<file path="src/rtl/cntr8_sched.sv">
// Round-robin command scheduler for two requesters sharing one up/down counter.
// Every output is a flop written together with the state, so no input reaches an output combinationally.
module cntr8_sched #(
  parameter int W  = 8,
  parameter int LW = 4
) (
  input  logic          clk,
  input  logic          reset,
  input  logic          req0,
  input  logic          req1,
  input  logic [1:0]    cmd0,
  input  logic [1:0]    cmd1,
  input  logic [W-1:0]  val0,
  input  logic [W-1:0]  val1,
  input  logic [LW-1:0] len0,
  input  logic [LW-1:0] len1,
  output logic          gnt0,
  output logic          gnt1,
  output logic          done0,
  output logic          done1,
  output logic          busy,
  output logic          cnt_en,
  output logic          cnt_load,
  output logic          cnt_inc,
  output logic [W-1:0]  cnt_d
);

  localparam logic [1:0] C_NOP  = 2'b00;
  localparam logic [1:0] C_LOAD = 2'b01;
  localparam logic [1:0] C_INC  = 2'b10;

  typedef enum logic [1:0] {S_IDLE, S_GRANT, S_RUN, S_DONE} state_t;

  state_t        r_state;
  logic [1:0]    r_cmd;
  logic [W-1:0]  r_val;
  logic [LW-1:0] r_step;
  logic          r_win;
  logic          r_last;
  logic          r_gnt0, r_gnt1, r_done0, r_done1, r_busy;
  logic          r_cnt_en, r_cnt_load, r_cnt_inc;
  logic [W-1:0]  r_cnt_d;

  logic w_pick1;
  logic w_any;
  logic w_is_load;
  logic w_is_inc;

  // On a tie the requester not served last wins; r_last=1 means req1 was served last.
  assign w_pick1   = req1 & (~req0 | ~r_last);
  assign w_any     = req0 | req1;
  assign w_is_load = (r_cmd == C_LOAD);
  assign w_is_inc  = (r_cmd == C_INC);

  always_ff @(posedge clk) begin
    if (reset) begin
      r_state    <= S_IDLE;
      r_cmd      <= C_NOP;
      r_val      <= '0;
      r_step     <= '0;
      r_win      <= 1'b0;
      r_last     <= 1'b1;
      r_gnt0     <= 1'b0;
      r_gnt1     <= 1'b0;
      r_done0    <= 1'b0;
      r_done1    <= 1'b0;
      r_busy     <= 1'b0;
      r_cnt_en   <= 1'b0;
      r_cnt_load <= 1'b0;
      r_cnt_inc  <= 1'b0;
      r_cnt_d    <= '0;
    end else begin
      r_gnt0     <= 1'b0;
      r_gnt1     <= 1'b0;
      r_done0    <= 1'b0;
      r_done1    <= 1'b0;
      r_busy     <= 1'b1;
      r_cnt_en   <= 1'b0;
      r_cnt_load <= 1'b0;
      r_cnt_inc  <= 1'b0;
      r_cnt_d    <= '0;
      case (r_state)
        S_IDLE: begin
          if (w_any) begin
            r_state <= S_GRANT;
            r_win   <= w_pick1;
            r_last  <= w_pick1;
            r_cmd   <= w_pick1 ? cmd1 : cmd0;
            r_val   <= w_pick1 ? val1 : val0;
            r_step  <= w_pick1 ? len1 : len0;
            r_gnt0  <= ~w_pick1;
            r_gnt1  <= w_pick1;
          end else begin
            r_busy  <= 1'b0;
          end
        end
        S_GRANT: begin
          if (r_cmd == C_NOP) begin
            r_state <= S_DONE;
            r_done0 <= ~r_win;
            r_done1 <= r_win;
          end else begin
            r_state    <= S_RUN;
            r_cnt_en   <= 1'b1;
            r_cnt_load <= w_is_load;
            r_cnt_inc  <= w_is_inc;
            r_cnt_d    <= w_is_load ? r_val : '0;
            // A load is a single step regardless of the latched length.
            if (w_is_load) r_step <= '0;
          end
        end
        S_RUN: begin
          if (r_step == '0) begin
            r_state <= S_DONE;
            r_done0 <= ~r_win;
            r_done1 <= r_win;
          end else begin
            r_step     <= r_step - LW'(1);
            r_cnt_en   <= 1'b1;
            r_cnt_load <= w_is_load;
            r_cnt_inc  <= w_is_inc;
            r_cnt_d    <= w_is_load ? r_val : '0;
          end
        end
        S_DONE: begin
          r_state <= S_IDLE;
          r_busy  <= 1'b0;
        end
        default: begin
          r_state <= S_IDLE;
          r_busy  <= 1'b0;
        end
      endcase
    end
  end

  assign gnt0     = r_gnt0;
  assign gnt1     = r_gnt1;
  assign done0    = r_done0;
  assign done1    = r_done1;
  assign busy     = r_busy;
  assign cnt_en   = r_cnt_en;
  assign cnt_load = r_cnt_load;
  assign cnt_inc  = r_cnt_inc;
  assign cnt_d    = r_cnt_d;

endmodule

</file>
<file path="config.mk">
export PLATFORM = sky130hd
export DESIGN_NAME = cntr8_sched
export DESIGN_NICKNAME = d
export VERILOG_FILES = /design/src/rtl/cntr8_sched.sv
export SDC_FILE = /design/constraint.sdc
export NUM_CORES = 1
export LEC_CHECK = 0
export ABC_CLOCK_PERIOD_IN_PS = 2100
export CAP_MARGIN = 20
export CORE_ASPECT_RATIO = 0.7
export CORE_MARGIN = 4
export CORE_UTILIZATION = 45
export DETAILED_ROUTE_END_ITERATION = 12
export PLACE_DENSITY = 0.78
export SYNTH_ARGS = -nofsm -noshare
export SYNTH_HDL_FRONTEND = slang
export SYNTH_SLANG_ARGS = --single-unit
</file>
<file path="constraint.sdc">
create_clock -name clk -period 2.1 [get_ports clk]
set_input_delay 0.42 -clock clk [delete_from_list [all_inputs] [get_ports clk]]
set_output_delay 0.42 -clock clk [all_outputs]
set_load 0.05 [all_outputs]
</file>
==> impl_results.rst, run 1 <==
.. list-table::
   :header-rows: 1

   * - Metric
     - Value
   * - Result of the run
     - completed
   * - Critical path start-end classification
     - reg -> reg
   * - Resized Gates After CTS
     - 0
   * - Crit path DAT
     - 2.12 ns
   * - Root Buffer
     - sky130_fd_sc_hd__clkbuf_8
   * - Slew headroom
     - 65.73%
   * - Mapped Area
     - 0.001524 mm^2
   * - Skew-Pair Late Insertion Delay
     - between 0.2 and 0.3 ns
   * - DR WL/cell
     - about 15 um
   * - Most common cell after layout, fill and taps aside
     - sky130_fd_sc_hd__clkdlybuf4s50_1
   * - Vias in the first global route
     - 1293
   * - Routability cong.
     - 0.7631
   * - Pwr per Cell Area
     - approximately 1200 mW/mm^2
   * - Commonest cells after routing, fill and taps aside
     - 47 x sky130_fd_sc_hd__clkdlybuf4s50_1, 34 x sky130_fd_sc_hd__dfxtp_1, 14 x sky130_fd_sc_hd__mux2i_1, 14 x sky130_fd_sc_hd__nor2_1, 12 x sky130_fd_sc_hd__a211oi_1
   * - Sum of negative setup slack
     - 0 ns
   * - Post-synthesis sequential element count
     - 34
   * - Pin count of the biggest net entering global routing
     - 22
   * - Post-placement setup slack
     - a little under 0.002 ns
   * - Post-synthesis instance total
     - 150
   * - Destination of the worst hold path
     - cnt_d[2]$_SDFF_PP0_
   * - Peak supply drop
     - approximately 0.63 mV
   * - Global Route Usage Sum
     - 17.63%
   * - Reg-to-reg slack, setup
     - approximately 0.16 ns
   * - Leakage dissipation
     - 0.0008441 uW
   * - Library cells used by synthesis
     - 39
   * - TritonCTS clock tree
     - built
   * - Post-DR vias/cell
     - 5.430
   * - Layout Skew
     - between 0.004 and 0.005 ns
   * - Critical path capture point type
     - flop
   * - Total via count after detailed routing
     - 1325
   * - Fmax
     - about 0.52 GHz
   * - Setup-violating endpoint count in the final report
     - 0
   * - Number of design rule violations left after detail routing
     - 0
   * - Data required time at the worst endpoint
     - 2.28 ns
   * - Max Root-Sink Buffers
     - 2
   * - DRC marker count from the first detailed-route iteration
     - 56
   * - Length in cells of the worst reg-to-reg path
     - 6
   * - Number of antenna violations at the first check in global routing
     - 0
   * - Die footprint
     - 0.004397 mm^2
   * - Number of buffers added for setup after CTS
     - 0
   * - Number of nets produced by synthesis
     - 188
   * - First-pass GRT wire length
     - around 6 mm
   * - Number of clock buffers inserted by TritonCTS
     - 5
   * - Post-Syn Area per Cell
     - 10.16 um^2
   * - HP Start
     - r_val[2]$_SDFFE_PP0P_
   * - Number of synthesis warnings
     - 0
   * - Ratio of cells with drive above 1 in the final layout
     - roughly 13%
   * - Async SR Flop Fraction
     - 0%
   * - Antenna viol nets, final
     - 0
   * - Top fanout value on the critical path
     - 8
   * - Number of stages on the worst hold path
     - 1
   * - IO Pins
     - 48
   * - Area inside the core boundary
     - 0.003191 mm^2
   * - Setup repair after global routing missed its margin
     - false
   * - CTS H-Tree Depth
     - 2
   * - Site Rows
     - 17
   * - Clk sink count
     - 34
   * - Antenna diodes
     - 0
   * - Synthesis-to-finish area growth
     - 42.36%
   * - Final worst slack
     - 0.1639 ns
   * - First-pass iteration count of the detailed router
     - 4
   * - Count of flip-flops with a built-in enable after synthesis
     - 0
   * - Starting density of the core
     - a little under half
   * - Clock edge transition at the registers on the reported setup and hold paths
     - 0.07 ns
   * - Final critical-path share of the clock period
     - 92.19%
   * - Number of violations of the max-capacitance limit
     - 0
   * - Final #Nets
     - roughly 240
   * - End of the worst register-to-register path
     - r_step[2]$_SDFFE_PP0P_
   * - Post-synth top flop
     - sky130_fd_sc_hd__dfxtp_1
   * - Period minus WS final
     - 1.936 ns
   * - Actual transition at the worst max-transition pin
     - slightly above 0.5 ns
   * - Number of pins with negative max-slew slack in the final report
     - 0
   * - Filler Cells Inserted
     - 245
   * - HPWL reported at the end of detailed placement
     - approximately 2.8 mm
   * - Reg-to-reg startpoint
     - r_state[0]$_SDFFE_PP0P_
   * - Die height
     - 56.69 um
   * - Post-CTS Hold Buffers
     - 0
   * - Critical Path Start Type
     - flop
   * - Fraction of the yosys area taken by sequential cells
     - 44.66%
   * - Path class of the lowest-slack min-delay path
     - reg -> reg
   * - Hold Vio Cnt, Final
     - 0
   * - Die width
     - 77.56 um
   * - Total power draw
     - ~2600 uW
   * - Grt ovf
     - 0
   * - Count of input and output buffers
     - 47
   * - Detailed Route WL
     - roughly 3.7 mm
through the flow:
step                      utilization (%)  cell area, um^2  instances  hold WS (ns)
final                               68.00             2170        244        0.4584
after floorplan                         -             1524        150        0.4169
after global routing                68.00             2170        244        0.4799
after detailed placement            64.51             2058        236        0.4456
after global placement              64.51             2058        236        0.4368
after CTS                           67.84             2165        244        0.4622
critical path: stages (launching register included):
cell,delay (ns)
sky130_fd_sc_hd__dfxtp_1,0.34
sky130_fd_sc_hd__inv_1,0.12
sky130_fd_sc_hd__ha_1,0.35
sky130_fd_sc_hd__nor4bb_2,0.47
sky130_fd_sc_hd__a2111o_1,0.28
sky130_fd_sc_hd__nor2_1,0.06
sky130_fd_sc_hd__a32o_1,0.20
cell usage after synthesis, types with 2 or more instances:
| cell type | n | area [um^2] |
|---|---|---|
| sky130_fd_sc_hd__o21ai_0 | 5 | 25.02 |
| sky130_fd_sc_hd__nor3_1 | 4 | 20.02 |
| sky130_fd_sc_hd__inv_1 | 7 | 26.28 |
| sky130_fd_sc_hd__a21oi_1 | 5 | 25.02 |
| sky130_fd_sc_hd__dfxtp_1 | 34 | 680.7 |
| sky130_fd_sc_hd__clkbuf_1 | 4 | 15.01 |
| sky130_fd_sc_hd__nor2_1 | 14 | 52.55 |
| sky130_fd_sc_hd__nand2_1 | 5 | 18.77 |
| sky130_fd_sc_hd__o32ai_1 | 2 | 17.52 |
| sky130_fd_sc_hd__buf_6 | 3 | 33.78 |
| sky130_fd_sc_hd__buf_2 | 2 | 10.01 |
| sky130_fd_sc_hd__mux2i_1 | 14 | 140.1 |
| sky130_fd_sc_hd__and2_1 | 8 | 50.05 |
| sky130_fd_sc_hd__and3_1 | 2 | 12.51 |
| sky130_fd_sc_hd__a211oi_1 | 12 | 90.09 |
| sky130_fd_sc_hd__ha_1 | 6 | 75.07 |
logic make-up (layout without fill, tap and decap cells):
logic type | count (synthesis) | count (layout) | synth area share, %
compound gates | 37 | 37 | 19.05
mux | 15 | 15 | 9.934
flops | 34 | 34 | 44.66
buf+inv | 16 | 72 | 5.583
simple gates | 42 | 42 | 15.85
fa+ha+maj | 6 | 6 | 4.926
routing by layer:
layer | vias up | wire length [um] | track usage [%]
met5 | - | 0 | 0
met4 | 0 | 78 | 8.376
met3 | 9 | 238 | 5.769
met2 | 45 | 1690 | 27.31
met1 | 621 | 1667 | 22.08
li1 | 650 | - | -
worst max-delay path by stage:
stage	start	slack [ns]	end
global placement	reset	0.1	cnt_d[0]$_SDFF_PP0_
floorplan	r_state[0]$_SDFFE_PP0P_	0.41	r_step[2]$_SDFFE_PP0P_
detailed placement	reset	0.002	cnt_d[7]$_SDFF_PP0_
global route	r_state[0]$_SDFFE_PP0P_	0.02	r_step[2]$_SDFFE_PP0P_
finish	r_state[0]$_SDFFE_PP0P_	0.16	r_step[2]$_SDFFE_PP0P_
CTS	r_state[0]$_SDFFE_PP0P_	0.15	r_step[2]$_SDFFE_PP0P_
sequential cells by signal, indices dropped and copies added, names as in the netlist:
name / count
busy: 1
r_cmd: 2
gnt1: 1
r_win: 1
done1: 1
cnt_inc: 1
r_state: 2
done0: 1
r_val: 8
cnt_load: 1
cnt_d: 8
r_last: 1
gnt0: 1
r_step: 4
cnt_en: 1
report_power, final:
part	switching, uW	internal (uW)	leakage, uW
clock	229	355	0.0000524
combinational	630	510	0.000513
sequential	114	805	0.000279
layout make-up:
type	instances	area [um^2]	share of cell area [%]
clock buffer	7	76.32	3.518
clock inverter	1	30.03	1.384
inverter	7	26.28	1.211
multi-input combinational	100	763.2	35.18
sequential	34	680.7	31.37
tap	38	47.55	2.191
timing repair buffer	57	545.5	25.14
(Power assumes the default switching activity.)
==> run 2: changes to the inputs <==
--- a/config.mk
+++ b/config.mk
@@ -9,9 +9,10 @@
 export CAP_MARGIN = 20
 export CORE_ASPECT_RATIO = 0.7
 export CORE_MARGIN = 4
-export CORE_UTILIZATION = 45
+export CORE_UTILIZATION = 44
 export DETAILED_ROUTE_END_ITERATION = 12
-export PLACE_DENSITY = 0.78
+export PLACE_DENSITY = 0.76
+export RECOVER_POWER = 100
 export SYNTH_ARGS = -nofsm -noshare
 export SYNTH_HDL_FRONTEND = slang
 export SYNTH_SLANG_ARGS = --single-unit
==> run 2 against run 1 <==
Clock skew rose by 0.0023 ns. Fmax decreased by 0.19%. Largest power group unchanged. Clock power fell by 13%. First-iteration DRC count is 30% higher. Setup slack got worse by 0.0036 ns. Via count down 2.0%. Critical path depth down 1. Power fell by 4.1%. Cell count rose by 3.7%. Utilization fell by 1.4 points. Register-to-register slack about the same.
==> impl_results.rst, run 2 (same netlist as run 1, synthesis figures left out) <==
.. list-table::
   :header-rows: 1

   * - Metric
     - Value
   * - Sequential cell fraction of total power
     - 36.2% (was 34.8%)
   * - Vias in the first global route
     - 1251 (was 1293)
   * - Post-route non-filler standard cell count
     - 253 (was 244)
   * - Psw
     - 990.8 uW (was 973.1 uW)
   * - Die footprint
     - 0.004484 mm^2 (was 0.004397 mm^2)
   * - Count of input and output buffers
     - 47 (unchanged)
   * - Root Buffer
     - sky130_fd_sc_hd__clkbuf_8 (unchanged)
   * - Skew-Pair Late Insertion Delay
     - 0.29 ns (about the same)
   * - HP Start
     - r_val[5]$_SDFFE_PP0P_ (was r_val[2]$_SDFFE_PP0P_)
   * - Routability cong.
     - 0.8178 (was 0.7631)
   * - Reg-to-reg slack, setup
     - 0.16 ns (about the same)
   * - Final #Nets
     - 243 (unchanged)
   * - Antenna viol nets, final
     - 0 (unchanged)
   * - Critical path start-end classification
     - reg -> reg (unchanged)
   * - Site Rows
     - 17 (unchanged)
   * - Actual transition at the worst max-transition pin
     - 0.8650 ns (was 0.5125 ns)
   * - Delay contributed by the slowest stage of the critical path
     - 0.73 ns (was 0.47 ns)
   * - Sw Share
     - 39.11% (was 36.83%)
   * - Critical path cell sequence
     - inv_1 -> ha_2 -> nand2_1 -> nor3_1 -> and2_1 (was inv_1 -> ha_1 -> nor4bb_2 -> a2111o_1 -> nor2_1 -> a32o_1)
   * - Peak supply drop
     - 0.6652 mV (was 0.6262 mV)
   * - Critical Path Start Type
     - flop (unchanged)
   * - IO Pins
     - 48 (unchanged)
   * - HPWL reported at the end of detailed placement
     - 2.888 mm (was 2.836 mm)
   * - Clk network pwr share
     - 20.0% (was 22.1%)
   * - Number of pins with negative max-slew slack in the final report
     - 0 (unchanged)
   * - Hold Vio Cnt, Final
     - 0 (unchanged)
   * - Leakage dissipation
     - 0.0008787 uW (was 0.0008441 uW)
   * - CTS H-Tree Depth
     - 2 (unchanged)
   * - Total via count after detailed routing
     - 1298 (was 1325)
   * - First-pass GRT wire length
     - 6.182 mm (was 6.065 mm)
   * - Reg-to-reg startpoint
     - r_state[1]$_SDFFE_PP0P_ (was r_state[0]$_SDFFE_PP0P_)
   * - Post-DR vias/cell
     - 5.130 (was 5.430)
   * - Pwr per Cell Area
     - 1177 mW/mm^2 (was 1218 mW/mm^2)
   * - Layout Skew
     - 0.006969 ns (was 0.004626 ns)
   * - Cell with the largest stage delay on the worst path
     - sky130_fd_sc_hd__nor3_1 (was sky130_fd_sc_hd__nor4bb_2)
   * - TritonCTS clock tree
     - built (unchanged)
   * - DR WL/cell
     - 15.44 um (was 15.06 um)
   * - Critical path capture point type
     - flop (unchanged)
   * - Slew headroom
     - 41.89% (was 65.73%)
   * - Die width
     - 78.34 um (was 77.56 um)
   * - Fmax
     - 0.5156 GHz (was 0.5165 GHz)
   * - Post-CTS Hold Buffers
     - 0 (unchanged)
   * - Share of power burned in combinational logic
     - 43.8% (was 43.1%)
   * - Setup-violating endpoint count in the final report
     - 0 (unchanged)
   * - Max Root-Sink Buffers
     - 2 (unchanged)
   * - Setup repair after global routing missed its margin
     - false (unchanged)
   * - Filler Cells Inserted
     - 274 (was 245)
   * - Length in cells of the worst reg-to-reg path
     - 5 (was 6)
   * - Clk sink count
     - 34 (unchanged)
   * - Area inside the core boundary
     - 0.003233 mm^2 (was 0.003191 mm^2)
   * - Data required time at the worst endpoint
     - 2.33 ns (was 2.28 ns)
   * - Sum of negative setup slack
     - 0 ns (unchanged)
   * - Synthesis-to-finish area growth
     - 41.21% (was 42.36%)
   * - DRC marker count from the first detailed-route iteration
     - 73 (was 56)
   * - Antenna diodes
     - 0 (unchanged)
   * - Start point of the critical path
     - r_state[1]$_SDFFE_PP0P_ (was r_state[0]$_SDFFE_PP0P_)
   * - First-pass iteration count of the detailed router
     - 4 (unchanged)
   * - Die height
     - 57.24 um (was 56.69 um)
   * - Clock edge transition at the registers on the reported setup and hold paths
     - 0.07 ns (about the same)
   * - Commonest cells after routing, fill and taps aside
     - 34 x sky130_fd_sc_hd__dfxtp_1, 30 x sky130_fd_sc_hd__clkdlybuf4s50_1, 17 x sky130_fd_sc_hd__dlygate4sd3_1 (was 47 x sky130_fd_sc_hd__clkdlybuf4s50_1, 34 x sky130_fd_sc_hd__dfxtp_1, 14 x sky130_fd_sc_hd__mux2i_1, 14 x sky130_fd_sc_hd__nor2_1, 12 x sky130_fd_sc_hd__a211oi_1)
   * - Detailed Route WL
     - 3.906 mm (was 3.675 mm)
   * - Pin count of the biggest net entering global routing
     - 22 (unchanged)
   * - Grt ovf
     - 0 (unchanged)
   * - Number of antenna violations at the first check in global routing
     - 0 (unchanged)
   * - Destination of the worst hold path
     - cnt_d[5]$_SDFF_PP0_ (was cnt_d[2]$_SDFF_PP0_)
   * - Internal power summed over all cells
     - 1543 uW (was 1669 uW)
   * - End of the worst register-to-register path
     - cnt_d[2]$_SDFF_PP0_ (was r_step[2]$_SDFFE_PP0P_)
   * - Number of clock buffers inserted by TritonCTS
     - 5 (unchanged)
   * - Number of design rule violations left after detail routing
     - 0 (unchanged)
   * - Starting density of the core
     - 47.14% (was 47.76%)
   * - Crit path DAT
     - 2.17 ns (was 2.12 ns)
   * - Number of stages on the worst hold path
     - 1 (unchanged)
   * - Path class of the lowest-slack min-delay path
     - reg -> reg (unchanged)
   * - Final critical-path share of the clock period
     - 92.37% (was 92.19%)
   * - Ratio of cells with drive above 1 in the final layout
     - 11.65% (was 12.62%)
   * - Count of placed standard cells including taps
     - 245 (was 236)
   * - Global Route Usage Sum
     - 18.05% (was 17.63%)
   * - Number of violations of the max-capacitance limit
     - 0 (unchanged)
   * - Period minus WS final
     - 1.940 ns (was 1.936 ns)
   * - Result of the run
     - completed (unchanged)
   * - Top fanout value on the critical path
     - 9 (was 8)
   * - Most common cell after layout, fill and taps aside
     - sky130_fd_sc_hd__dfxtp_1 (was sky130_fd_sc_hd__clkdlybuf4s50_1)
run 2: cell types whose count changed in the layout (fill, tap and decap cells not counted), moves of 6 or more:
cell	previous run	this run
sky130_fd_sc_hd__clkdlybuf4s50_1	47	30
sky130_fd_sc_hd__dlygate4sd3_1	0	17
sky130_fd_sc_hd__and2_0	0	6
sky130_fd_sc_hd__and2_1	8	2
run 2: power by group through the flow:
stage | combinational, uW | clock [uW] | sequential (uW)
final | 1110 | 507 | 917
after global placement | 1080 | 0 | 920
after global routing | 1220 | 550 | 936
after detailed placement | 1130 | 0 | 933
after floorplan | 731 | 0 | 1000
after CTS | 1140 | 510 | 918
run 2: worst max path at each step:
stage / endpoint / cells after the start / slack, ns
after floorplan: r_step[2]$_SDFFE_PP0P_ / 7 / 0.41
after global placement: r_step[2]$_SDFFE_PP0P_ / 7 / 0.11
after detailed placement: r_step[3]$_SDFFE_PP0P_ / 6 / 0.04
after CTS: r_step[2]$_SDFFE_PP0P_ / 7 / 0.15
after global routing: cnt_d[2]$_SDFF_PP0_ / 5 / 0.004
final: cnt_d[2]$_SDFF_PP0_ / 5 / 0.16
run 2: area by class of cell:
class	instances	area [um^2]	area share, %
Multi-Input combinational cell	100	749.5	34.83
Sequential cell	34	680.7	31.63
Timing Repair Buffer	57	541.8	25.17
Clock buffer	6	82.58	3.837
Tap cell	47	58.81	2.733
Inverter	7	26.28	1.221
Clock inverter	2	12.51	0.5814
run 2: layer usage:
| layer | vias to the layer above | track usage (%) | wire, um |
|---|---|---|---|
| met2 | 44 | 26.95 | 1735 |
| met5 | - | 0 | 0 |
| li1 | 651 | - | - |
| met1 | 596 | 23.07 | 1809 |
| met3 | 7 | 5.994 | 279 |
| met4 | 0 | 9.975 | 81 |
run 2: critical path, delay by kind of cell (launching register included):
family	cells	cell delay (ns)
simple gates	3	1.07
flops	1	0.39
fa+ha+maj	1	0.33
buf+inv	1	0.09
run 2: repair_timing:
action / 4_1_cts / 5_1_grt
setup endpoints to repair: 0 / 1
buffers inserted: 0 / 0
resized for setup: 0 / 1
hold endpoints to repair: 0 / 0
run 2: through the flow:
step | hold WS, ns | total power (uW) | area, um^2 | utilization [%] | setup WS (ns)
2_1_floorplan | 0.4169 | 1734 | 1524 | - | 0.4112
3_3_place_gp | 0.4362 | 2001 | 2069 | 64.01 | 0.1124
3_5_place_dp | 0.4463 | 2058 | 2069 | 64.01 | 0.04090
4_1_cts | 0.4585 | 2565 | 2165 | 66.95 | 0.1460
5_1_grt | 0.4789 | 2707 | 2152 | 66.56 | 0.004479
6_report | 0.4655 | 2533 | 2152 | 66.56 | 0.1603
